## src/rtl/lsu_pkg.sv

```systemverilog
// rtl/lsu_pkg.sv - shared size codes, FSM encoding and defaults for the load/store memory master
//
// Purpose : common definitions imported by lsu_mem_master and lsu_lane_align.
// Contents: SIZE_B/SIZE_H/SIZE_W access size codes, lsu_state_t FSM encoding,
//           LSU_ADDR_LIMIT default byte-address bound.
package lsu_pkg;

  localparam logic [1:0] SIZE_B = 2'b00;
  localparam logic [1:0] SIZE_H = 2'b01;
  localparam logic [1:0] SIZE_W = 2'b10;

  localparam logic [31:0] LSU_ADDR_LIMIT = 32'h0000_1000;

  typedef enum logic [1:0] {
    IDLE  = 2'b00,
    READ  = 2'b01,
    WRITE = 2'b10,
    RESP  = 2'b11
  } lsu_state_t;

endpackage

```

## src/rtl/lsu_lane_align.sv

```systemverilog
// rtl/lsu_lane_align.sv - combinational load lane extract/extend and store lane merge
//
// Purpose : selects the addressed byte/halfword lane of a memory word for loads
//           (zero- or sign-extended) and builds the merged word for sub-word stores.
// Ports   : size        access size code (SIZE_B/SIZE_H/SIZE_W)
//           is_unsigned 1 = zero-extend load lane, 0 = sign-extend
//           lane        byte address bits [1:0]
//           ld_word     word currently read from memory (load source)
//           old_word    previously captured word (store merge base)
//           st_data     right-aligned store data
//           ld_data     extended load result
//           st_word     full word to write back
module lsu_lane_align
  import lsu_pkg::*;
(
  input  logic [1:0]  size,
  input  logic        is_unsigned,
  input  logic [1:0]  lane,
  input  logic [31:0] ld_word,
  input  logic [31:0] old_word,
  input  logic [31:0] st_data,
  output logic [31:0] ld_data,
  output logic [31:0] st_word
);

  logic [7:0]  ld_byte;
  logic [15:0] ld_half;

  always_comb begin
    ld_byte = ld_word[{lane, 3'b000} +: 8];
    ld_half = ld_word[{lane[1], 4'b0000} +: 16];
    ld_data = ld_word;
    st_word = st_data;
    case (size)
      SIZE_B: begin
        ld_data = {{24{~is_unsigned & ld_byte[7]}}, ld_byte};
        st_word = old_word;
        st_word[{lane, 3'b000} +: 8] = st_data[7:0];
      end
      SIZE_H: begin
        ld_data = {{16{~is_unsigned & ld_half[15]}}, ld_half};
        st_word = old_word;
        st_word[{lane[1], 4'b0000} +: 16] = st_data[15:0];
      end
      default: begin
        ld_data = ld_word;
        st_word = st_data;
      end
    endcase
  end

endmodule

```

## src/rtl/lsu_mem_master.sv

```systemverilog
// rtl/lsu_mem_master.sv - CPU load/store unit master to a single-cycle data memory
//
// Purpose : accepts one load/store at a time, checks it, performs the memory
//           read and/or write and returns a one-cycle response.
// Config  : LSU_SUBWORD_EN defined enables byte/halfword accesses (including the
//           read-merge-write path for sub-word stores); undefined, only word
//           accesses are legal and everything else is answered with resp_err.
// Ports   : clk, rst_n (async active-low)
//           req_valid/req_ready handshake with req_we, req_size, req_unsigned,
//           req_addr, req_wdata
//           resp_valid pulse with resp_rdata, resp_err
//           mem_read, mem_write, address (word aligned), write_data, read_data
module lsu_mem_master
  import lsu_pkg::*;
#(
  parameter logic [31:0] ADDR_LIMIT = LSU_ADDR_LIMIT
) (
  input  logic        clk,
  input  logic        rst_n,
  input  logic        req_valid,
  output logic        req_ready,
  input  logic        req_we,
  input  logic [1:0]  req_size,
  input  logic        req_unsigned,
  input  logic [31:0] req_addr,
  input  logic [31:0] req_wdata,
  output logic        resp_valid,
  output logic [31:0] resp_rdata,
  output logic        resp_err,
  output logic        mem_read,
  output logic        mem_write,
  output logic [31:0] address,
  output logic [31:0] write_data,
  input  logic [31:0] read_data
);

  lsu_state_t  state, state_nxt;
  logic        live;      // low through reset, high from the first edge after release
  logic        we_q, uns_q, err_q;
  logic [1:0]  size_q;
  logic [31:0] addr_q, wdata_q;
  logic [31:0] data_q;    // extended load result, or old word for a sub-word store
  logic        accept, err_now;
  logic [31:0] ld_data, st_word;

  assign req_ready = live && (state == IDLE);
  assign accept    = req_valid && req_ready;

  always_comb begin
    err_now = (req_size == 2'b11)
            || ((req_size == SIZE_H) && req_addr[0])
            || ((req_size == SIZE_W) && (req_addr[1:0] != 2'b00))
            || (req_addr >= ADDR_LIMIT);
`ifndef LSU_SUBWORD_EN
    if (req_size != SIZE_W) err_now = 1'b1;
`endif
  end

  lsu_lane_align u_align (
    .size        (size_q),
    .is_unsigned (uns_q),
    .lane        (addr_q[1:0]),
    .ld_word     (read_data),
    .old_word    (data_q),
    .st_data     (wdata_q),
    .ld_data     (ld_data),
    .st_word     (st_word)
  );

  always_ff @(posedge clk or negedge rst_n) begin
    if (!rst_n) begin
      state   <= IDLE;
      live    <= 1'b0;
      we_q    <= 1'b0;
      uns_q   <= 1'b0;
      err_q   <= 1'b0;
      size_q  <= SIZE_W;
      addr_q  <= '0;
      wdata_q <= '0;
      data_q  <= '0;
    end else begin
      state <= state_nxt;
      live  <= 1'b1;
      if (accept) begin
        we_q    <= req_we;
        uns_q   <= req_unsigned;
        size_q  <= req_size;
        addr_q  <= req_addr;
        wdata_q <= req_wdata;
        err_q   <= err_now;
        data_q  <= '0;
      end else if (state == READ) begin
        data_q <= we_q ? read_data : ld_data;
      end
    end
  end

  always_comb begin
    state_nxt  = state;
    mem_read   = 1'b0;
    mem_write  = 1'b0;
    address    = '0;
    write_data = '0;
    resp_valid = 1'b0;
    resp_rdata = '0;
    resp_err   = 1'b0;
    case (state)
      IDLE: begin
        if (accept) begin
          if (err_now)
            state_nxt = RESP;
          else if (!req_we)
            state_nxt = READ;
`ifdef LSU_SUBWORD_EN
          else if (req_size == SIZE_W)
            state_nxt = WRITE;
          else
            state_nxt = READ;
`else
          else
            state_nxt = WRITE;
`endif
        end
      end
      READ: begin
        mem_read = 1'b1;
        address  = {addr_q[31:2], 2'b00};
`ifdef LSU_SUBWORD_EN
        state_nxt = we_q ? WRITE : RESP;
`else
        state_nxt = RESP;
`endif
      end
      WRITE: begin
        mem_write  = 1'b1;
        address    = {addr_q[31:2], 2'b00};
        write_data = (size_q == SIZE_W) ? wdata_q : st_word;
        state_nxt  = RESP;
      end
      RESP: begin
        resp_valid = 1'b1;
        resp_err   = err_q;
        resp_rdata = (we_q || err_q) ? 32'h0 : data_q;
        state_nxt  = IDLE;
      end
      default: state_nxt = IDLE;
    endcase
  end

endmodule

```

## config.mk

```make
export PLATFORM = sky130hd
export DESIGN_NAME = lsu_mem_master
export DESIGN_NICKNAME = d
export VERILOG_FILES = /design/src/rtl/lsu_pkg.sv /design/src/rtl/lsu_lane_align.sv /design/src/rtl/lsu_mem_master.sv
export SDC_FILE = /design/constraint.sdc
export NUM_CORES = 1
export LEC_CHECK = 0
export CAP_MARGIN = 20
export CORE_AREA = 5 5 111 140
export DETAILED_ROUTE_END_ITERATION = 6
export DIE_AREA = 0 0 116 145
export PLACE_DENSITY = 0.93
export SETUP_SLACK_MARGIN = 0.1
export SYNTH_ARGS = -nofsm -noshare
export SYNTH_HDL_FRONTEND = slang
export SYNTH_SLANG_ARGS = --single-unit
export TNS_END_PERCENT = 50
```

## constraint.sdc

```tcl
create_clock -name clk -period 3.5 [get_ports clk]
set_input_delay 0.7 -clock clk [delete_from_list [all_inputs] [get_ports clk]]
set_output_delay 0.7 -clock clk [all_outputs]
set_load 0.005 [all_outputs]
```

==> results of run 1 <==
## worst min-delay path by stage
stage | start | end | depth (start not counted)
floorplan | rst_n | addr_q[0] | 0
global placement | addr_q[20] | addr_q[20] | 1
detailed placement | addr_q[6] | addr_q[6] | 1
CTS | rst_n | data_q[19] | 1
global route | wdata_q[27] | wdata_q[27] | 1
finish | rst_n | data_q[19] | 1
## synthesized netlist by cell type (2+ instances only)
| cell type | count |
|---|---|
| mux2i_1 | 25 |
| a22oi_1 | 16 |
| buf_2 | 18 |
| conb_1 | 2 |
| buf_6 | 4 |
| a21oi_2 | 18 |
| o211ai_1 | 2 |
| inv_2 | 3 |
| ha_1 | 10 |
| nand2_1 | 51 |
| dfrtp_1 | 103 |
| a31oi_1 | 7 |
| o21ai_0 | 33 |
| mux2_2 | 68 |
| a221o_1 | 8 |
| mux4_2 | 6 |
| nor3b_1 | 2 |
| nor4_1 | 6 |
| a21o_1 | 9 |
| inv_1 | 7 |
| nor2b_1 | 24 |
| a22o_1 | 9 |
| and2_1 | 66 |
| buf_4 | 6 |
| buf_1 | 7 |
| nand2b_1 | 10 |
| clkbuf_1 | 19 |
| nor3_1 | 8 |
| a221oi_1 | 8 |
| a21oi_1 | 32 |
| o21a_1 | 7 |
| o22ai_1 | 18 |
| nor2_1 | 20 |
| o221ai_1 | 8 |
## metrics by stage
stage	worst slack [ns]	instances
2_1_floorplan	0.833	664
3_3_place_gp	0.421	1006
3_5_place_dp	0.382	1006
4_1_cts	0.115	1022
5_1_grt	0.102	1024
6_report	0.131	1024
## registers in the layout (all words and copies together) (netlist names)
| register | count |
|---|---|
| we_q | 1 |
| state | 2 |
| err_q | 1 |
| addr_q | 32 |
| live | 1 |
| uns_q | 1 |
| data_q | 32 |
| size_q | 2 |
| wdata_q | 32 |
## what timing repair did
action                                  in CTS  in global routing
resized for setup                            2                 13
buffers inserted                             1                  1
pin swaps                                    0                  1
endpoints found under the hold margin        0                  0
endpoints found under the setup margin      15                 31
## metal layers
layer / up-vias / part of all wire / global-route usage
met2: 362 / 0.50 / 0.422
met5: - / 0 / 0
li1: 2754 / - / -
met4: 0 / 0.059 / 0.146
met1: 2958 / 0.35 / 0.292
met3: 84 / 0.095 / 0.0562
## cell families after synthesis
logic type	count (synthesis)	synth area share
buffers and inverters	65	0.0500
multiplexers	100	0.177
flip-flops	104	0.394
AO/OA/AOI/OAI	183	0.194
adder cells (fa/ha/maj)	10	0.0189
AND/OR/NAND/NOR	199	0.165
other	2	0.00114
## power breakdown
part	leakage, nW	internal, mW	switching [mW]
clock network	0.134	0.516	0.441
registers	1.25	1.81	0.722
logic	2.29	2.58	2.27
## final cells by class
class                   instances  area [um2]  area share
inverters                      10        42.5     0.00469
clock buffers                  12         256      0.0283
multi-input cells             495        3750       0.414
flip-flops and latches        104        2610       0.287
well taps                     178         223      0.0245
diodes                          1        2.50    0.000276
clock inverters                 3        17.5     0.00193
repair buffers                221        2180       0.240
## worst max-delay path, delay by kind of cell (launching register included)
family / cells / cell delay [ns]
AO/OA/AOI/OAI: 3 / 0.50
buffers and inverters: 2 / 0.93
flip-flops: 1 / 0.40
AND/OR/NAND/NOR: 1 / 0.49
==> metrics.md, run 1 <==
| Metric | Value |
|---|---|
| P_leak | `3.67 nW` |
| Row count | `49` |
| R2r setup slk | `1.20 ns` |
| Final core utilization | `0.644` |
| Clock buffer count from CTS | `9` |
| Global-route wire length before repair | `33.5 mm` |
| DP Wirelength | `16.1 mm` |
| Clk buf depth | `2` |
| Synth top area share | `0.390` |
| Post-DRT Antenna Nets | `0` |
| Commonest non-fill, non-tap cell in the layout | `clkdlybuf4s50_1` |
| Clock sinks | `104` |
| Final Max Slew Viols | `0` |
| Unrepaired setup endpoints after global routing | `yes` |
| Synth Cell Area | `6610 um2` |
| Die area | `16,800 um2` |
| Max Clk Rate | `297 MHz` |
| Nets@finish | `954` |
| CTS tree | `done` |
| Fraction of layout cells with a size suffix above 1 | `0.181` |
| RR Startpoint | `size_q[1]` |
| Max-cap violations | `0` |
| Worst Skew | `0.00555 ns` |
| Design area | `9080 um2` |
| CP Cell Sequence | `buf_4, nor2b_2, a22o_1, a22oi_1, o22ai_1, clkdlybuf4s50_1` |
| Status | `completed` |
| PortBufs | `201` |
| Hold buffers post-CTS | `0` |
| Worst skew pair latency | `0.34 ns` |
| Total Power | `8.35 mW` |
| DRC errors left | `0` |
| Fill count | `1,117` |
| Area Growth Syn to Fin | `37.4%` |
| GPL Wtd Cong | `0.885` |
| EDFF count, synth | `0` |
| Gate Count Post-Synth | `663` |
| Crit path from | `addr_q[1]` |
| Boundary pin count | `204` |
| Reg-to-Reg End | `data_q[19]` |
| Setup TNS | `0 ns` |
| DRT iter0 DRCs | `492` |
| WP data arrival | `2.67 ns` |
| Largest area contributor in the netlist | `dfrtp_1` |
| Largest net degree at the start of global routing | `70` |
| Finish-stage setup viols | `0` |
| Vias per cell | `6.01` |
| Routed WL per cell | `21.2 um` |
| Clock slew at reported path FFs | `0.07 ns` |
| YS warnings | `0` |
| Final hold viol count | `0` |
| Tmin final | `3.37 ns` |
| Worst setup endpoint | `write_data[15]` |
| Cell variety after synth | `57` |
| Seq/Total Area, Yosys | `0.394` |
| Die Y | `145 um` |
| Worst path slowest cell | `clkdlybuf4s50_1` |
| CP startpoint kind | `flip-flop` |
| Worst path max stage delay | `0.56 ns` |
| Placed Area | `8710 um2` |
| Vias | `6,158` |
| Reg2Reg Depth | `5` |
| Peak VDD IR | `0.000486 V` |
| CTS Root Cell | `clkbuf_16` |
| Endpoint class of the critical path | `primary output` |
| Commonest cells after routing, fill and taps aside | `clkdlybuf4s50_1, dfrtp_1, mux2_2, and2_1, nand2_1` |
| Least-Margin Pin Slew | `0.948 ns` |
| Commonest register cell after synthesis | `dfrtp_1` |
| Ranking of synthesized cells by area | `dfrtp_1, mux2_2, and2_1` |
| Vias in the first global route | `6,225` |
| Starting density of the core | `0.468` |
| Initial antenna violation count | `1` |
| Core area | `14,100 um2` |
| Worst setup path class | `flip-flop to primary output` |
| Die Wd | `116 um` |
| Pwr/cell area | `920 nW/um2` |
| Critical path fanouts, max | `23` |
| Grt total ovfl | `0` |
| CP Data Required Time | `2.80 ns` |
| Fin crit share | `0.963` |
| Hold Crit Class | `input port to asynchronous set/reset pin` |
| Hold WS | `0.462 ns` |
| Final wirelength | `21.7 mm` |
| Syn avg cell area | `9.96 um2` |
| GRT Total Usage | `0.252` |
| DRT Pass-1 Iters | `6` |
| Slew HR | `0.366` |
| Yosys reg bits | `104` |
| Htree depth | `3` |
| Async S/R FF share, synth | `1.00` |
No activity file was read; power rests on OpenSTA's default activity.
==> run 2: changes to the inputs <==
--- a/config.mk
+++ b/config.mk
@@ -6,9 +6,9 @@
 export NUM_CORES = 1
 export LEC_CHECK = 0
 export CAP_MARGIN = 20
-export CORE_AREA = 5 5 111 140
+export CORE_AREA = 2 2 108 137
 export DETAILED_ROUTE_END_ITERATION = 6
-export DIE_AREA = 0 0 116 145
+export DIE_AREA = 0 0 110 139
 export PLACE_DENSITY = 0.93
 export SETUP_SLACK_MARGIN = 0.1
 export SYNTH_ARGS = -nofsm -noshare
==> metrics.md, run 2 (synthesis gave the netlist of run 1 again) <==
| Metric | Value |
|---|---|
| Status | `completed` |
| Reg-to-Reg End | `data_q[30]` |
| Vias | `6,231 (+1.2%)` |
| GPL Wtd Cong | `0.906 (+2.4%)` |
| Total Power | `8.65 mW (+3.6%)` |
| Boundary pin count | `204 (unchanged)` |
| WP data arrival | `2.64 ns (-0.03 ns)` |
| DRT Pass-1 Iters | `6 (unchanged)` |
| Nets@finish | `957 (+0.31%)` |
| Slew HR | `0.306 (-0.0600)` |
| Row count | `49 (unchanged)` |
| Fraction of layout cells with a size suffix above 1 | `0.187 (+0.00621)` |
| Comb power frac | `0.574 (-0.008)` |
| CTS Root Cell | `clkbuf_16` |
| Hold Crit Class | `input port to asynchronous set/reset pin` |
| Commonest cells after routing, fill and taps aside | `clkdlybuf4s50_1, dfrtp_1, mux2_2, and2_1, nand2_1` |
| Max Clk Rate | `299 MHz (+0.88%)` |
| Final hold viol count | `0 (unchanged)` |
| Least-Margin Pin Slew | `1.04 ns (+0.0897 ns)` |
| CP Cell Sequence | `inv_6, ha_1, a31o_2, nand2_1, a221oi_1, clkdlybuf4s50_1` |
| Area Growth Syn to Fin | `39.8%` |
| DRC errors left | `0 (unchanged)` |
| Global-route wire length before repair | `32.8 mm (-2.1%)` |
| P_leak | `3.73 nW (+1.7%)` |
| Reg2Reg Depth | `5 (unchanged)` |
| DP Wirelength | `15.6 mm (-2.9%)` |
| CP startpoint kind | `flip-flop` |
| CP bufs+invs | `2 (unchanged)` |
| Die Y | `139 um (-4.1%)` |
| Largest regs | `addr_q (32), data_q (32), wdata_q (32)` |
| RR Startpoint | `size_q[1]` |
| Pwr/cell area | `937 nW/um2 (+1.9%)` |
| Clock buffer count from CTS | `9 (unchanged)` |
| PortBufs | `201 (unchanged)` |
| Htree depth | `3 (unchanged)` |
| Post-DRT Antenna Nets | `0 (unchanged)` |
| Seq pwr share | `0.295 (-0.009)` |
| Clk buf depth | `2 (unchanged)` |
| Vias in the first global route | `6,170 (-0.88%)` |
| Net Sw Frac | `0.406 (-0.00603)` |
| Clk pwr share | `0.131 (+0.016)` |
| Setup TNS | `0 ns (unchanged)` |
| Max-cap violations | `0 (unchanged)` |
| Grt total ovfl | `0 (unchanged)` |
| Worst skew pair latency | `0.35 ns (about the same)` |
| Core area | `14,000 um2 (-0.43%)` |
| Worst path slowest cell | `clkdlybuf4s50_1` |
| Final wirelength | `21.6 mm (-0.41%)` |
| Crit path from | `addr_q[1]` |
| Hold buffers post-CTS | `0 (unchanged)` |
| Finish-stage setup viols | `0 (unchanged)` |
| Endpoint class of the critical path | `primary output` |
| Ant. Diodes | `0 (-1)` |
| Initial antenna violation count | `0 (-1)` |
| Commonest non-fill, non-tap cell in the layout | `clkdlybuf4s50_1` |
| Fin crit share | `0.954 (-0.00835)` |
| Peak VDD IR | `0.000554 V (+14%)` |
| Clock sinks | `104 (unchanged)` |
| Die area | `15,300 um2 (-9.1%)` |
| GRT Total Usage | `0.281 (+0.0287)` |
| DRT iter0 DRCs | `596 (+21%)` |
| Unrepaired setup endpoints after global routing | `yes` |
| Grt met3 use | `0.0710 (+0.0147)` |
| Clock slew at reported path FFs | `0.07 ns (about the same)` |
| Routed WL per cell | `21.0 um (-0.70%)` |
| Worst setup path class | `flip-flop to primary output` |
| Final Max Slew Viols | `0 (unchanged)` |
| Vias per cell | `6.07 (+0.89%)` |
| Fill count | `1,089 (-2.5%)` |
| Die Wd | `110 um (-5.2%)` |
| Tmin final | `3.34 ns (-0.0292 ns)` |
| Grt peak-use layer | `met2` |
| CP Data Required Time | `2.80 ns (about the same)` |
| Worst path max stage delay | `0.57 ns (about the same)` |
| Starting density of the core | `0.470 (+0.00205)` |
| Largest net degree at the start of global routing | `62 (-11%)` |
| R2r setup slk | `1.27 ns (+0.07 ns)` |
| NetSw | `3.51 mW (+2.1%)` |
| Worst Skew | `0.00802 ns (+0.00248 ns)` |
| Delay-heaviest family, CP | `buffers and inverters` |
| Grt met1 use | `0.322 (+0.0298)` |
| Critical path fanouts, max | `12 (-48%)` |
| Cell Int Power | `5.14 mW (+4.7%)` |
| CTS tree | `done` |
| Met2 Usage GRT | `0.460 (+0.0382)` |
## run 2: changes by cell type in the layout (fill, tap and decap cells not counted), sizes merged
cell	change
bufinv	+2
buf	+2
clkinv	-1
clkbuf	+1
diode	-1
## run 2: worst max path at each step
| stage | cells after the start | slack, ns | endpoint |
|---|---|---|---|
| floorplan | 10 | 0.83 | write_data[21] |
| global placement | 7 | 0.43 | write_data[12] |
| detailed placement | 8 | 0.39 | write_data[23] |
| CTS | 6 | 0.05 | write_data[29] |
| global route | 6 | 0.06 | write_data[6] |
| finish | 6 | 0.16 | write_data[6] |
## run 2: repair_timing
action                                  CTS  global route
resized for setup                         2            20
setup buffers                             0             6
hold endpoints to repair                  0             0
cloned                                    0             1
pin swaps                                 0             1
endpoints found under the setup margin   20            32
## run 2: metrics by stage
step           cells  setup WS, ns  area (um2)  hold slack, ns   util
4_1_cts         1020        0.0519        9050           0.376  0.645
2_1_floorplan    664         0.833        6610           0.404      -
3_5_place_dp    1004         0.388        8710           0.488  0.621
3_3_place_gp    1004         0.435        8710           0.480  0.621
5_1_grt         1027        0.0593        9230           0.402  0.658
6_report        1027         0.160        9230           0.353  0.658
## run 2: layout make-up
| type | count | area [um2] | area share |
|---|---|---|---|
| clock buffers | 12 | 256 | 0.0278 |
| repair buffers | 224 | 2250 | 0.244 |
| multi-input cells | 495 | 3770 | 0.409 |
| flip-flops and latches | 104 | 2610 | 0.282 |
| clock inverters | 4 | 76.3 | 0.00827 |
| inverters | 10 | 45.0 | 0.00488 |
| well taps | 178 | 223 | 0.0241 |
## run 2: routing by layer
layer,vias up,routed length [um]
li1,2754,-
met1,2981,7560
met2,394,10500
met3,102,1970
met4,0,1510
met5,-,0
## run 2: power groups by stage
| stage | sequential [mW] | clock (mW) | combinational (mW) |
|---|---|---|---|
| finish | 2.55 | 1.13 | 4.97 |
| global route | 2.60 | 1.20 | 5.39 |
| CTS | 2.50 | 1.15 | 4.75 |
| detailed placement | 2.51 | 0 | 4.71 |
| global placement | 2.48 | 0 | 4.58 |
| floorplan | 2.15 | 0 | 3.11 |
